**config.mk**
```make
export PLATFORM = sky130hd
export DESIGN_NAME = bram_stream_reader_flat
export DESIGN_NICKNAME = d
export VERILOG_FILES = /design/src/rtl/bram_stream_reader_if.sv /design/src/rtl/bram_stream_reader.sv /design/src/flat_wrapper.sv
export SDC_FILE = /design/constraint.sdc
export NUM_CORES = 1
export LEC_CHECK = 0
export CAP_MARGIN = 20
export CORE_MARGIN = 2
export CORE_UTILIZATION = 52
export CTS_CLUSTER_SIZE = 30
export DETAILED_ROUTE_END_ITERATION = 8
export PLACE_DENSITY = 0.78
export SYNTH_ARGS = -nofsm -noshare
export SYNTH_HDL_FRONTEND = slang
export SYNTH_SLANG_ARGS = --single-unit
```
**constraint.sdc**
```tcl
create_clock -name clk_i -period 3 [get_ports clk_i]
set_input_delay 0.6 -clock clk_i [delete_from_list [all_inputs] [get_ports clk_i]]
set_output_delay 0.6 -clock clk_i [all_outputs]
set_load 0.005 [all_outputs]
```
**src/rtl/bram_stream_reader_if.sv**
```systemverilog
// bram_stream_reader_if: command, block_ram read port and output stream of the reader.
// Latency: n/a (signal bundle only).
// Backpressure: out_valid/out_ready handshake on the stream side.
// Ports: start/base_addr/length in, busy/done out (command);
//        ram_addr/ram_write_enable out, ram_data_out in (RAM port);
//        out_valid/out_data/out_last out, out_ready in (stream).
interface bram_stream_reader_if #(
   parameter int ADDR_WIDTH = 4,
   parameter int DATA_WIDTH = 3
);
   logic                  start;
   logic [ADDR_WIDTH-1:0] base_addr;
   logic [ADDR_WIDTH:0]   length;
   logic                  busy;
   logic                  done;
   logic [ADDR_WIDTH-1:0] ram_addr;
   logic                  ram_write_enable;
   logic [DATA_WIDTH-1:0] ram_data_out;
   logic                  out_valid;
   logic [DATA_WIDTH-1:0] out_data;
   logic                  out_last;
   logic                  out_ready;

   // Reader side: issues RAM reads and sources the stream.
   modport master (
      input  start, base_addr, length, ram_data_out, out_ready,
      output busy, done, ram_addr, ram_write_enable, out_valid, out_data, out_last
   );

   // Environment side: commands the reader, models the RAM, sinks the stream.
   modport slave (
      output start, base_addr, length, ram_data_out, out_ready,
      input  busy, done, ram_addr, ram_write_enable, out_valid, out_data, out_last
   );
endinterface

```
**src/rtl/bram_stream_reader.sv**
```systemverilog
// bram_stream_reader: streams a wrap-around range of block_ram words onto a valid/ready stream.
// Latency: 3 edges from start to first out_valid, then one word per cycle with out_ready high.
// Backpressure: 2-entry output FIFO; reads stall when FIFO plus in-flight read reach 2 entries.
// Ports: clk_i, rst_ni (async active-low); bus_io (master modport) carries the command
//        (start/base_addr/length/busy/done), RAM port (ram_addr/ram_write_enable/ram_data_out)
//        and stream (out_valid/out_data/out_last/out_ready).
module bram_stream_reader #(
   parameter int ADDR_WIDTH = 4,
   parameter int DATA_WIDTH = 3
) (
   input  logic                 clk_i,
   input  logic                 rst_ni,
   bram_stream_reader_if.master bus_io
);
   localparam int            DEPTH   = 2**ADDR_WIDTH;
   localparam int            LW      = ADDR_WIDTH + 1;
   localparam logic [LW-1:0] DEPTH_L = LW'(DEPTH);

   typedef enum logic [1:0] {
      IDLE,
      READ,
      FINISH
   } state_t;

   state_t                state_q, state_d;
   logic [ADDR_WIDTH-1:0] addr_q, addr_d;
   logic [LW-1:0]         len_q, len_d;
   logic [LW-1:0]         issued_q, issued_d;
   logic                  inflight_q, inflight_d;
   logic                  inflight_last_q, inflight_last_d;
   logic [1:0]            cnt_q, cnt_d;
   logic [DATA_WIDTH-1:0] dat0_q, dat0_d, dat1_q, dat1_d;
   logic                  last0_q, last0_d, last1_q, last1_d;

   logic [LW-1:0]         len_sat;
   logic                  pop;
   logic                  push;
   logic                  issue;
   logic [1:0]            occ;

   always_comb begin
      len_sat = (bus_io.length > DEPTH_L) ? DEPTH_L : bus_io.length;
      pop     = (cnt_q != 2'd0) && bus_io.out_ready;
      // The RAM answers one cycle after the issue cycle, so an in-flight read is pushed now.
      push    = inflight_q;
      // Projected occupancy after this cycle's pop; max 2 + 1 fits in 2 bits.
      occ     = cnt_q + {1'b0, inflight_q} - {1'b0, pop};
      issue   = (state_q == READ) && (issued_q < len_q) && (occ < 2'd2);

      state_d         = state_q;
      addr_d          = addr_q;
      len_d           = len_q;
      issued_d        = issued_q;
      inflight_d      = issue;
      inflight_last_d = (issued_q + LW'(1)) == len_q;

      case (state_q)
         IDLE: begin
            if (bus_io.start) begin
               len_d    = len_sat;
               issued_d = '0;
               if (len_sat == '0) begin
                  state_d = FINISH;
               end else begin
                  state_d = READ;
                  addr_d  = bus_io.base_addr;
               end
            end
         end
         READ: begin
            if (issue) begin
               // Natural wrap of the ADDR_WIDTH-bit counter gives modulo-DEPTH addressing.
               addr_d   = addr_q + ADDR_WIDTH'(1);
               issued_d = issued_q + LW'(1);
            end
            if (pop && last0_q) begin
               state_d = FINISH;
            end
         end
         FINISH:  state_d = IDLE;
         default: state_d = IDLE;
      endcase

      // Two-slot FIFO, slot 0 is always the head.
      dat0_d  = dat0_q;
      last0_d = last0_q;
      dat1_d  = dat1_q;
      last1_d = last1_q;
      cnt_d   = cnt_q;
      case ({push, pop})
         2'b10: begin
            if (cnt_q == 2'd0) begin
               dat0_d  = bus_io.ram_data_out;
               last0_d = inflight_last_q;
            end else begin
               dat1_d  = bus_io.ram_data_out;
               last1_d = inflight_last_q;
            end
            cnt_d = cnt_q + 2'd1;
         end
         2'b01: begin
            dat0_d  = dat1_q;
            last0_d = last1_q;
            cnt_d   = cnt_q - 2'd1;
         end
         2'b11: begin
            if (cnt_q == 2'd1) begin
               dat0_d  = bus_io.ram_data_out;
               last0_d = inflight_last_q;
            end else begin
               dat0_d  = dat1_q;
               last0_d = last1_q;
               dat1_d  = bus_io.ram_data_out;
               last1_d = inflight_last_q;
            end
         end
         default: ;
      endcase
   end

   always_ff @(posedge clk_i or negedge rst_ni) begin
      if (!rst_ni) begin
         state_q         <= IDLE;
         addr_q          <= '0;
         len_q           <= '0;
         issued_q        <= '0;
         inflight_q      <= 1'b0;
         inflight_last_q <= 1'b0;
         cnt_q           <= '0;
         dat0_q          <= '0;
         dat1_q          <= '0;
         last0_q         <= 1'b0;
         last1_q         <= 1'b0;
      end else begin
         state_q         <= state_d;
         addr_q          <= addr_d;
         len_q           <= len_d;
         issued_q        <= issued_d;
         inflight_q      <= inflight_d;
         inflight_last_q <= inflight_last_d;
         cnt_q           <= cnt_d;
         dat0_q          <= dat0_d;
         dat1_q          <= dat1_d;
         last0_q         <= last0_d;
         last1_q         <= last1_d;
      end
   end

   assign bus_io.busy             = (state_q != IDLE);
   assign bus_io.done             = (state_q == FINISH);
   assign bus_io.ram_addr         = addr_q;
   assign bus_io.ram_write_enable = 1'b0;
   assign bus_io.out_valid        = (cnt_q != 2'd0);
   assign bus_io.out_data         = dat0_q;
   // Slot 0 may hold a stale flag once drained, so qualify with valid.
   assign bus_io.out_last         = (cnt_q != 2'd0) && last0_q;
endmodule

```
**src/flat_wrapper.sv**
```systemverilog
// flat-port wrapper written by rule: the top's interface ports become plain ports
module bram_stream_reader_flat 
#(
   parameter int ADDR_WIDTH = 4,
   parameter int DATA_WIDTH = 3
)
  (clk_i, rst_ni, bus_io_start, bus_io_base_addr, bus_io_length, bus_io_ram_data_out, bus_io_out_ready, bus_io_busy, bus_io_done, bus_io_ram_addr, bus_io_ram_write_enable, bus_io_out_valid, bus_io_out_data, bus_io_out_last);
  bram_stream_reader_if #(.ADDR_WIDTH(ADDR_WIDTH), .DATA_WIDTH(DATA_WIDTH)) bus_io_i ();
  input  logic clk_i;
  input  logic rst_ni;
  input wire logic [$bits(bus_io_i.start)-1:0] bus_io_start;
  input wire logic [$bits(bus_io_i.base_addr)-1:0] bus_io_base_addr;
  input wire logic [$bits(bus_io_i.length)-1:0] bus_io_length;
  input wire logic [$bits(bus_io_i.ram_data_out)-1:0] bus_io_ram_data_out;
  input wire logic [$bits(bus_io_i.out_ready)-1:0] bus_io_out_ready;
  output wire logic [$bits(bus_io_i.busy)-1:0] bus_io_busy;
  output wire logic [$bits(bus_io_i.done)-1:0] bus_io_done;
  output wire logic [$bits(bus_io_i.ram_addr)-1:0] bus_io_ram_addr;
  output wire logic [$bits(bus_io_i.ram_write_enable)-1:0] bus_io_ram_write_enable;
  output wire logic [$bits(bus_io_i.out_valid)-1:0] bus_io_out_valid;
  output wire logic [$bits(bus_io_i.out_data)-1:0] bus_io_out_data;
  output wire logic [$bits(bus_io_i.out_last)-1:0] bus_io_out_last;
  assign bus_io_i.start = bus_io_start;
  assign bus_io_i.base_addr = bus_io_base_addr;
  assign bus_io_i.length = bus_io_length;
  assign bus_io_i.ram_data_out = bus_io_ram_data_out;
  assign bus_io_i.out_ready = bus_io_out_ready;
  assign bus_io_busy = bus_io_i.busy;
  assign bus_io_done = bus_io_i.done;
  assign bus_io_ram_addr = bus_io_i.ram_addr;
  assign bus_io_ram_write_enable = bus_io_i.ram_write_enable;
  assign bus_io_out_valid = bus_io_i.out_valid;
  assign bus_io_out_data = bus_io_i.out_data;
  assign bus_io_out_last = bus_io_i.out_last;
  bram_stream_reader #(.ADDR_WIDTH(ADDR_WIDTH), .DATA_WIDTH(DATA_WIDTH)) u_core (.clk_i(clk_i), .rst_ni(rst_ni), .bus_io(bus_io_i));
endmodule
```
# After elaboration in Yosys (flattened, before gate mapping)

Cells that the tools add are included.

Flip-flop bits (word level): 28
Input port bits: 16
Output and inout bits: 12
Logic and storage cells: 79

Add/sub/neg operators: 6
Order comparisons: 3
Equality and inequality tests: 14
Muxes and demuxes: 25
Reductions and logical operators: 20

Operators with widths:

| cell                | number |
|---|---|
| $mux 5              | 3 |
| $mux 3              | 4 |
| $mux 4              | 3 |
| $ne 2x2->1 const B  | 5 |
| $pmux 5 s2          | 1 |
| $reduce_bool 2->1   | 5 |
| $pmux 3 s3          | 1 |
| $pmux 2 s2          | 2 |
| $pmux 4 s2          | 1 |
| $eq 2x1->1 const B  | 3 |
| $eq 2x2->1 const B  | 3 |
| $mux 2              | 3 |
| $pmux 3 s2          | 1 |
| $reduce_and 2->1    | 3 |
| $reduce_and 3->1    | 2 |
| $add 5x1->5 const B | 1 |
| $eq 5x5->1          | 1 |
| $gt 5x5->1 const B  | 1 |
| $logic_and 1x1->1   | 5 |
| $logic_not 5->1     | 1 |
| $lt 5x5->1          | 1 |
| $add 4x1->4 const B | 1 |
| $logic_not 2->1     | 2 |
| $mux 1              | 4 |
| other kinds (10)    | 11 |

# Logic depth before layout (Yosys ltp)

Depth after elaboration: 7
Mapped depth: 9
Gate-level depth less buffers: 9

# Least setup slack after synthesis

OpenSTA, ideal clock, no wires.

Path kind: register to register
Start point: register u_core.cnt_q[1]
End point: register u_core.issued_q[2]
Library setup time: 0.118 ns
Arrival: 2.249 ns
Data required time: 2.882 ns
Path slack: 0.633 ns
Cell stages (with the launch flop): 10
Buffers on the path: 0
Period minus slack after synthesis: 2.367 ns
Cell sequence: dfrtp_1 inv_1 ha_1 nor2b_1 ha_1 and2b_1 xnor2_2 o41ai_4 o21ai_1 a21o_1

Longest elaborated chain between the ends: 7
Elaborated cells on any way between the ends: 8
Classes of those cells: 2 x add/sub; 1 x order compare; 1 x eq/ne; 4 x reduce/logical

RTL lines:

| element                                             | line                      | source |
|---|---|---|
| start, declared                                     | bram_stream_reader.sv:31  | `logic [1:0] cnt_q, cnt_d;` |
| start signal, assigned                              | bram_stream_reader.sv:141 | `cnt_q <= cnt_d;` |
| branches (longest 2 deep; another with $add 2x1->2) | -                         |  |
| $sub 2x1->2 *                                       | bram_stream_reader.sv:47  | `occ = cnt_q + {1'b0, inflight_q} - {1'b0, pop};` |
| $lt 2x2->1 *                                        | bram_stream_reader.sv:48  | `issue = (state_q == READ) && (issued_q < len_q) && (occ < 2'd2);` |
| $logic_and 1x1->1 *                                 | bram_stream_reader.sv:48  |  |
| $ne 2x1->1 (no line) *                              | -                         |  |
| $reduce_and 3->1 (no line) *                        | -                         |  |
| end signal, assigned                                | bram_stream_reader.sv:138 | `issued_q <= issued_d;` |
| end, declared                                       | bram_stream_reader.sv:28  | `logic [LW-1:0] issued_q, issued_d;` |

Mark *: on every way between the ends.
A chain may end at the register's enable or synchronous reset.

# Final worst setup path

Start point: register u_core.cnt_q[1]
End point: register u_core.addr_q[1] (netlist: u_core.bus_io.ram_addr[1])

Longest elaborated chain between the ends: 7
Elaborated cells on any way between the ends: 8
Classes of those cells: 2 x add/sub; 1 x order compare; 1 x eq/ne; 4 x reduce/logical

RTL lines:

| element                                             | line                      | source |
|---|---|---|
| branches (longest 2 deep; another with $add 2x1->2) | -                         |  |
| $sub 2x1->2 *                                       | bram_stream_reader.sv:47  |  |
| $lt 2x2->1 *                                        | bram_stream_reader.sv:48  |  |
| $logic_and 1x1->1 *                                 | bram_stream_reader.sv:48  |  |
| $ne 2x1->1 (no line) *                              | -                         |  |
| $reduce_and 4->1 (no line) *                        | -                         |  |
| end signal, assigned                                | bram_stream_reader.sv:136 | `addr_q <= addr_d;` |
| end, declared                                       | bram_stream_reader.sv:26  | `logic [ADDR_WIDTH-1:0] addr_q, addr_d;` |

Marks and branches as above.

==> metrics.md <==
| Metric | Value |
|---|---|
| Outcome | finished clean |
| Worst hold slack | 503 ps |
| Worst path max stage delay | 450 ps |
| HPWL Detailed | 2620 um |
| Synth unique cells | 36 |
| Worst-path cell chain | inv_1, ha_1, nor2b_1, ha_1, and2b_1, xnor2_2, o41ai_4, and2_4, a31oi_1 |
| RSZ-0062 raised after global routing | false |
| Post-CTS setup buffers | 0 |
| Post-Synthesis Net Count | 199 |
| Clock buffer count from CTS | 3 |
| Cell Area, Synth | 0.00166 mm2 |
| Maximum fanout along the worst path | 8 |
| Total power | 2.26 mW |
| Setup Skew | 5.50 ps |
| Slew Limit Fails | 0 |
| GP Congestion | 0.839 |
| Area share of the largest cell type after synthesis | 0.422 |
| Global-route wire length before repair | 5710 um |
| Clock buffer depth | 2 |
| Clk slew on worst S/H paths | 160 ps |
| GR Overflow Total | 0 |
| Pwr/cell area | 1110 mW/mm2 |
| VDD IR max | 0.000523 V |
| Design Area, Final | 0.00203 mm2 |
| Worst path arrival time | 2700 ps |
| Synth top area cells | dfrtp_1 42%, ha_1 9.0%, nand2_1 5.4%, xnor2_1 4.7%, o21ai_0 3.9% |
| CP Class | reg2reg |
| GRT Total Usage | 0.209 |
| Worst Hold Class | reg2reg |
| Routed len/inst | 13.7 um |
| DP Area | 0.00198 mm2 |
| Avg Cell Area, Syn | 9.71 um2 |
| DRC viols | 0 |
| Fin crit share | 0.823 |
| CTS Root Cell | clkbuf_4 |
| Setup Viol. Count Final | 0 |
| CTS tree | done |
| Commonest non-fill, non-tap cells in the layout | 28 x dfrtp_1, 26 x clkdlybuf4s50_1, 24 x nand2_1 |
| Horiz. Die Dim | 60.5 um |
| Final worst slack | 531 ps |
| Initial core utilization | 0.544 |
| Post-synthesis register bit count | 28 |
| Worst path bufs/invs | 1 |
| Seq/Total Area, Yosys | 0.422 |
| Worst skew pair latency | 330 ps |
| Max Clk Rate | 405 MHz |
| Commonest non-fill, non-tap cell in the layout | dfrtp_1 |
| Layout cells sized above 1 | 0.0850 |
| Minimum clock period | 2470 ps |
| Routed wire length | 3330 um |
| Largest net degree at the start of global routing | 29 |
| Number of DRC markers in iteration 0 | 51 |
| Worst EP required | 3240 ps |
| Top delay family on crit path | adder cells |
| Fin cells | 244 |
| Final hold violation count | 0 |
| Final ANT Viol Nets | 0 |
| Final net count | 229 |
| Hold_buf cts | 0 |
| Vias per cell | 5.31 |
| Crit-path most repeated cell | ha_1 |
| Core ar. | 0.00305 mm2 |
| Die height | 60.5 um |
| Placed insts | 240 |
| Antenna Diode Count | 0 |
| Ports | 28 |
| Initial antenna violation count | 0 |
| # H-tree levels | 1 |
| P&R area growth vs syn | 22.2% |
| Post_cts resized | 0 |
| Max-capacitance violation count | 0 |
| Die area | 0.00366 mm2 |
| Post-synth top area cell | dfrtp_1 |
| Port Buffers | 26 |
| Vias in the first global route | 1275 |
| Clock sink total | 28 |
| Final core occ | 0.665 |
| Final TNS setup | 0 ps |
| Dpl ws | 218 ps |
| Syn Inst Count | 171 |
| Lkg Pwr | 0.913 nW |
| Crit-path slowest cell | dfrtp_1 |
| Dominant synthesized flop cell | dfrtp_1 |
| Number of flops mapped to enable cells by yosys | 0 |
| CP startpoint kind | flop |
| Synth warnings | 0 |
| Fraction of registers with async set/reset | 1.00 |
| Slew @ Worst Pin | 528 ps |
| Relative slew slack | 0.645 |
| DRT Pass-1 Iters | 4 |
| Vias | 1295 |
| Crit end category | flop |
| Num rows | 20 |
kinds of logic after synthesis:
logic type,count (synthesis),synth area share
and+or+nand+nor,56,0.175
AOI/OAI and AO/OA,40,0.162
DFF,28,0.422
buffers and inverters,17,0.0422
adders and majority gates,12,0.0904
xor gates and xnor gates,12,0.0723
muxes,5,0.0339
other,1,0.00226
cell usage after synthesis, types with 2 or more instances:
cell type  count
xnor2_1        9
a21oi_1        9
a22oi_1        4
a21o_1         2
mux2_2         5
a31oi_1        2
nor2_1         7
nor2b_1        4
nand3_1        6
nand2_1       24
nor4_1         2
ha_1          12
xnor2_2        2
inv_1         13
buf_2          2
dfrtp_1       28
nand2b_1       7
a221o_1        2
o21ai_0       13
a22o_1         2
path summary, 6_finish.rpt:
check                                           from                         to  slack [ps]  cells past startpoint
setup / recovery                     u_core.cnt_q[1]  u_core.bus_io.ram_addr[1]         530                      9
hold / removal             u_core.bus_io.out_data[0]  u_core.bus_io.out_data[0]         500                      2
setup reg to reg                     u_core.cnt_q[1]  u_core.bus_io.ram_addr[1]         530                      9
hold reg to reg            u_core.bus_io.out_data[0]  u_core.bus_io.out_data[0]         500                      2
max in group asynchronous                     rst_ni          u_core.inflight_q        2130                      2
min in group asynchronous                     rst_ni            u_core.len_q[3]         610                      2
tightest hold or removal path, stage by stage, from the launching register on:
cell	delay, ps
dfrtp_1	370
nand2_1	40
o21ai_0	60
sequential cells by signal, indices dropped and copies added (netlist names):
| name | cells |
|---|---|
| u_core.bus_io.out_data | 3 |
| u_core.bus_io.ram_addr | 4 |
| u_core.cnt_q | 2 |
| u_core.dat1_q | 3 |
| u_core.inflight_last_q | 1 |
| u_core.inflight_q | 1 |
| u_core.issued_q | 5 |
| u_core.last0_q | 1 |
| u_core.last1_q | 1 |
| u_core.len_q | 5 |
| u_core.state_q | 2 |
area by class of cell:
| type | instances | area, um2 |
|---|---|---|
| fill | 261 | 1020 |
| multi-input combinational | 126 | 890 |
| sequential | 28 | 701 |
| timing repair buffer | 29 | 283 |
| tap | 44 | 55.1 |
| inverter | 13 | 48.8 |
| clock inverter | 1 | 30.0 |
| clock buffer | 3 | 22.5 |
power by group:
| part | internal, mW | leakage (nW) | switching, mW | total (mW) |
|---|---|---|---|---|
| clock | 0.135 | 0.0279 | 0.115 | 0.251 |
| sequential | 0.550 | 0.350 | 0.163 | 0.714 |
| combinational | 0.654 | 0.535 | 0.643 | 1.30 |
routing by layer:
metal  global-route usage  up-vias  wire (um)
li1                     -      644          -
met1                0.276      608       1560
met2                0.356       39       1610
met3               0.0256        4        136
met4               0.0745        0         26
met5                    0        -          0
Power figures use the tool's default switching activity.
